## src/rtl/uart_tx_arbiter.sv

```systemverilog
// uart_tx_arbiter
//   Round-robin arbiter that shares one 8N1 UART transmitter between pChannels byte-stream
//   requesters. Messages are granted whole (delimited by iReqLast), so bytes from different
//   channels never interleave. A grant is cut after pMaxBytes payload bytes; the remainder of
//   the message resumes on a later grant, after the other valid channels have been served.
//
// Build option:
//   UART_TX_TAG_EN  when defined, every grant (including a resumed one) starts with a tag byte
//                   8'hA0 | owner[3:0], sent without a requester ack and not counted in pMaxBytes.
//
// Ports:
//   iClock, iReset  clock and synchronous active-high reset
//   iReqValid[i]    channel i presents a byte on iReqData[8i+7:8i]
//   iReqLast[i]     that byte ends its message
//   oReqAck[i]      1-cycle pulse, byte of channel i consumed
//   oGrant          one-hot current owner, 0 when idle
//   oTxData/oTxSend byte and 1-cycle send pulse to the transmitter
//   iTxReady        transmitter ready
//   oBusy           a grant is held
//   All outputs are registered.
module uart_tx_arbiter #(
  parameter int unsigned pChannels = 4,
  parameter int unsigned pMaxBytes = 64
) (
  input  logic                   iClock,
  input  logic                   iReset,
  input  logic [pChannels-1:0]   iReqValid,
  input  logic [8*pChannels-1:0] iReqData,
  input  logic [pChannels-1:0]   iReqLast,
  output logic [pChannels-1:0]   oReqAck,
  output logic [pChannels-1:0]   oGrant,
  output logic [7:0]             oTxData,
  output logic                   oTxSend,
  input  logic                   iTxReady,
  output logic                   oBusy
);

  localparam int unsigned PtrW = (pChannels > 1) ? $clog2(pChannels) : 1;
  localparam int unsigned CntW = $clog2(pMaxBytes + 1);

  typedef enum logic [2:0] {StIdle, StArb, StHeader, StData, StRelease} state_e;

  state_e               state_q, state_d;
  // Round-robin pointer; while a grant is held it is also the owner's index.
  logic [PtrW-1:0]      ptr_q, ptr_d;
  logic [CntW-1:0]      count_q, count_d;
  logic [pChannels-1:0] grant_q, grant_d;
  logic [pChannels-1:0] ack_q, ack_d;
  logic [7:0]           tx_data_q, tx_data_d;
  logic                 tx_send_q, tx_send_d;
  logic                 busy_q, busy_d;

  logic [PtrW-1:0]      winner;
  logic [PtrW-1:0]      idx;
  logic                 found;
  logic                 cur_valid;
  logic                 cur_last;
  logic [7:0]           cur_data;
  logic                 last_slot;

  // A send last cycle blocks this cycle: the transmitter has not dropped iTxReady yet and the
  // requester has not presented its next byte yet.
  logic                 holdoff;
  assign holdoff = tx_send_q;

  // First valid channel at ptr+1, ptr+2, ... (mod pChannels).
  always_comb begin
    winner = ptr_q;
    found  = 1'b0;
    idx    = '0;
    for (int unsigned i = 1; i <= pChannels; i++) begin
      idx = PtrW'((32'(ptr_q) + i) % pChannels);
      if (!found && iReqValid[idx]) begin
        winner = idx;
        found  = 1'b1;
      end
    end
  end

  assign cur_valid = iReqValid[ptr_q];
  assign cur_last  = iReqLast[ptr_q];
  assign cur_data  = iReqData[8*ptr_q +: 8];
  assign last_slot = ((count_q + 1'b1) == CntW'(pMaxBytes));

  always_comb begin
    state_d   = state_q;
    ptr_d     = ptr_q;
    count_d   = count_q;
    grant_d   = grant_q;
    busy_d    = busy_q;
    tx_data_d = tx_data_q;
    tx_send_d = 1'b0;
    ack_d     = '0;
    case (state_q)
      StIdle: begin
        if (|iReqValid) state_d = StArb;
      end
      StArb: begin
        if (found) begin
          grant_d = pChannels'(1) << winner;
          ptr_d   = winner;
          count_d = '0;
          busy_d  = 1'b1;
`ifdef UART_TX_TAG_EN
          state_d = StHeader;
`else
          state_d = StData;
`endif
        end else begin
          state_d = StIdle;
        end
      end
`ifdef UART_TX_TAG_EN
      StHeader: begin
        if (iTxReady && !holdoff) begin
          tx_data_d = 8'hA0 | {4'h0, 4'(ptr_q)};
          tx_send_d = 1'b1;
          state_d   = StData;
        end
      end
`endif
      StData: begin
        // A stalled requester simply holds the grant; there is no timeout.
        if (iTxReady && !holdoff && cur_valid) begin
          tx_data_d = cur_data;
          tx_send_d = 1'b1;
          ack_d     = pChannels'(1) << ptr_q;
          count_d   = count_q + 1'b1;
          if (cur_last || last_slot) state_d = StRelease;
        end
      end
      StRelease: begin
        grant_d = '0;
        busy_d  = 1'b0;
        state_d = (|iReqValid) ? StArb : StIdle;
      end
      default: state_d = StIdle;
    endcase
  end

  always_ff @(posedge iClock) begin
    if (iReset) begin
      state_q   <= StIdle;
      ptr_q     <= PtrW'(pChannels - 1);
      count_q   <= '0;
      grant_q   <= '0;
      ack_q     <= '0;
      tx_data_q <= '0;
      tx_send_q <= 1'b0;
      busy_q    <= 1'b0;
    end else begin
      state_q   <= state_d;
      ptr_q     <= ptr_d;
      count_q   <= count_d;
      grant_q   <= grant_d;
      ack_q     <= ack_d;
      tx_data_q <= tx_data_d;
      tx_send_q <= tx_send_d;
      busy_q    <= busy_d;
    end
  end

  assign oReqAck = ack_q;
  assign oGrant  = grant_q;
  assign oTxData = tx_data_q;
  assign oTxSend = tx_send_q;
  assign oBusy   = busy_q;

endmodule

```

## config.mk

```make
export PLATFORM = sky130hd
export DESIGN_NAME = uart_tx_arbiter
export DESIGN_NICKNAME = d
export VERILOG_FILES = /design/src/rtl/uart_tx_arbiter.sv
export SDC_FILE = /design/constraint.sdc
export NUM_CORES = 1
export LEC_CHECK = 0
export CORE_UTILIZATION = 39
export DETAILED_ROUTE_END_ITERATION = 8
export GPL_ROUTABILITY_DRIVEN = 0
export PLACE_DENSITY = 0.79
export SLEW_MARGIN = 30
export SYNTH_ARGS = -nofsm -noshare
export SYNTH_HDL_FRONTEND = slang
export SYNTH_SLANG_ARGS = --single-unit
```

## constraint.sdc

```tcl
create_clock -name iClock -period 2 [get_ports iClock]
set_input_delay 0.6 -clock iClock [delete_from_list [all_inputs] [get_ports iClock]]
set_output_delay 0.6 -clock iClock [all_outputs]
set_load 0.005 [all_outputs]
```

==> results.py <==
metrics = {
    "run_status": {
        "status": "complete, no violations",
    },
    "clock_tree": {
        "h-tree-depth": 2,
        "cts_buffers": 5,
        "hold_buffers": 0,
        "cts_setup_buffers": 0,
        "clk_pin_slew_ns": 0.06,
        "cts.sinks": 30,
        "clk-insertion-delay-late_ns": 0.27,
        "cts_tree": "built",
        "clk_path_buf_depth": 2,
        "cts-root-buf": "clkbuf_8",
    },
    "synthesis": {
        "synth_nets": 214,
        "ys_types": 40,
        "synth_area_leaders": "dfxtp_1, mux4_2, nand2_1",
        "synth_common_cells": "dfxtp_1, nand2_1, a21oi_1",
        "ys_seq_area_share_pct": 38.4,
        "yosysTopAreaCellShare_pct": 38.4,
        "synth.largest_area_cell": "dfxtp_1",
        "synth-seq-cells": 30,
        "synth_most_common_cell": "dfxtp_1",
        "synth_edf_count": 0,
        "ys.flop_type": "dfxtp_1",
        "synthArstFlopShare_pct": 0,
        "syn_area_per_cell_sq_um": 9.19,
        "synthCells": 170,
        "syn_area_sq_mm": 0.00156,
        "ys_warn_count": 0,
    },
    "global_routing": {
        "grt_pass1_vias": 1563,
        "antenna_found_initial": 0,
        "track_usage_pct": 20.8,
        "grt_pass1_wl_um": 6860,
        "grt_overflow": 0,
        "grt_max_degree": 20,
    },
    "critical_path": {
        "r2r-end": "count_q[2]",
        "rrSetupSlack_ns": 0.25,
        "required_ns": 2.20,
        "r2r-start": "ptr_q[0]",
        "reg2reg_depth": 7,
        "max_stage_delay_ns": 0.46,
        "critPathKind": "input pin to register",
        "crit_path_start_kind": "input pin",
        "crit_fanout": 3,
        "crit_path_end_kind": "register",
        "worstPathCellList": "dlygate4sd2_1 > or3b_4 > o22ai_2 > nand2b_1 > or4_1 > a31oi_1",
        "slowest_stage": "or4_1",
        "worstPathArrival_ns": 2.05,
    },
    "layout": {
        "fin_area_sq_mm": 0.00238,
        "fin_cells": 289,
        "area_delta_synth_final_pct": 52.3,
        "nets": 284,
        "layout-drive-gt1-share_pct": 15.4,
        "post-route-util_pct": 63.6,
        "antennaDiodeCount": 0,
    },
    "hold_path": {
        "hold_start": "oTxData[0]",
        "whs_endpoint": "oTxData[0]",
        "whs_path_depth": 2,
        "hp-class": "register to register",
    },
    "floorplanning": {
        "initial_utilization_pct": 41.7,
        "die_h_um": 65.3,
        "placement_rows": 22,
        "core_area_sq_mm": 0.00374,
        "die_w_um": 65.3,
        "ios": 61,
        "dieArea_sq_mm": 0.00426,
    },
    "timing": {
        "fin_crit_ns": 1.85,
        "worst_slack_ns": 0.154,
        "finalHoldViolations": 0,
        "whs_ns": 0.455,
        "setup_tns_ns": 0,
        "drv_slew": 0,
        "rsz0062_at_grt": "false",
        "relSlewSlack_pct": 74.9,
        "setup-violations-final": 0,
        "clock_skew_ns": 0.00432,
        "fmax_mhz": 542,
        "tightest_slew_ns": 0.372,
        "post-route-period-util_pct": 92.3,
    },
    "power_and_ir_drop": {
        "power_per_cell_area_mw_per_mm2": 640,
        "ir_drop_mv": 0.487,
        "p_sw_share_pct": 25.8,
        "clkPwrFrac_pct": 32.5,
        "p_leak_nw": 0.861,
        "power_mw": 1.52,
        "power_frac_comb_pct": 25.2,
        "seq_power_share_pct": 42.3,
        "p_switching_mw": 0.393,
        "internal_power_mw": 1.13,
    },
    "placement": {
        "dpl.hpwl_um": 3020,
        "dp_slack_ns": -0.464,
        "place_inst": 281,
        "post_dp_cell_area_sq_mm": 0.00227,
        "io_buffers": 60,
    },
    "route": {
        "final_antenna_net_count": 0,
        "drt-pass1-iter-count": 4,
        "drcViolationCount": 0,
        "vias": 1559,
        "routed_wl_um": 4000,
        "wl_per_cell_um": 13.9,
        "vias_per_cell": 5.39,
        "drt_iter0_markers": 123,
    },
    "job": {
        "drv_cap": 0,
    },
}
-- sequential cells by signal, indices dropped and copies added, names as in the netlist --
register and flops:
oTxData 8, state_q 3, oReqAck 4, ptr_q 2, oGrant 4, oTxSend 1
oBusy 1, count_q 7
-- power by group through the flow --
stage	clock network, mW	logic, mW	registers [mW]
5_1_grt	0.545	0.418	0.647
3_3_place_gp	0	0.378	0.656
4_1_cts	0.508	0.387	0.644
2_1_floorplan	0	0.222	0.649
6_report	0.495	0.384	0.644
3_5_place_dp	0	0.381	0.657
-- final cells by class --
type / instances / area, sq um
clock inverters: 1 / 5.00
clock buffers: 7 / 86.3
flip-flops and latches: 30 / 601
fillers: 340 / 1360
multi-input cells: 126 / 906
well taps: 48 / 60.1
inverters: 2 / 7.51
repair buffers: 75 / 714
-- logic make-up (layout without fill, tap and decap cells) --
group	Yosys count	count (layout)	share of synthesized area (%)
adders and majority gates	1	1	0.801
and+or+nand+nor	74	74	24.8
xor gates and xnor gates	1	1	0.561
buffers and inverters	14	85	4.40
DFF	30	30	38.4
AOI/OAI and AO/OA	38	38	16.0
muxes	12	12	15.0
-- repair_timing --
| item | 4_1_cts | 5_1_grt |
|---|---|---|
| pin swaps | 4 | 1 |
| gates cloned | 0 | 0 |
| setup endpoints to repair | 20 | 9 |
| resized for setup | 8 | 1 |
-- routing by layer --
layer	vias up	share of wire (%)	global-route usage, %
li1	770	-	-
met1	743	44	25.1
met2	41	51	36.1
met3	5	4.5	5.03
met4	0	1.1	6.52
met5	-	0	0
-- cells in the final DEF, fill, tap and decap left out, types with 2 or more instances in the layout --
cell type,count
a21oi_1,19
or3b_1,2
clkbuf_8,6
nand3b_1,5
a311oi_1,2
nand2b_1,5
or3_1,4
a31oi_1,3
dlygate4sd2_1,4
a211o_1,2
and3_1,2
nand3_1,12
clkdlybuf4s50_1,55
dfxtp_1,30
mux2i_1,2
mux4_2,9
nor3_1,2
nor2_1,6
inv_1,2
nor4b_1,2
o211ai_1,2
nor4_1,2
o21ai_0,2
nand2_1,26
buf_4,14
-- worst max-delay path: cells and delay by family --
family / cells / cell delay [ns]
AO/OA/AOI/OAI: 2 / 0.28
buffers and inverters: 1 / 0.20
AND/OR/NAND/NOR: 3 / 0.95
-- how the worst max path moves through the flow --
| stage | start | to | slack [ns] | depth (start not counted) |
|---|---|---|---|---|
| finish | iTxReady | count_q[6] | 0.15 | 6 |
| global route | iReqValid[3] | oGrant[2] | 0.04 | 7 |
| CTS | iReqValid[1] | oGrant[2] | 0.002 | 7 |
| detailed placement | iTxReady | count_q[2] | -0.46 | 7 |
| global placement | iTxReady | count_q[6] | -0.40 | 6 |
| floorplan | iTxReady | count_q[6] | 0.12 | 5 |
(Power assumes the default switching activity.)
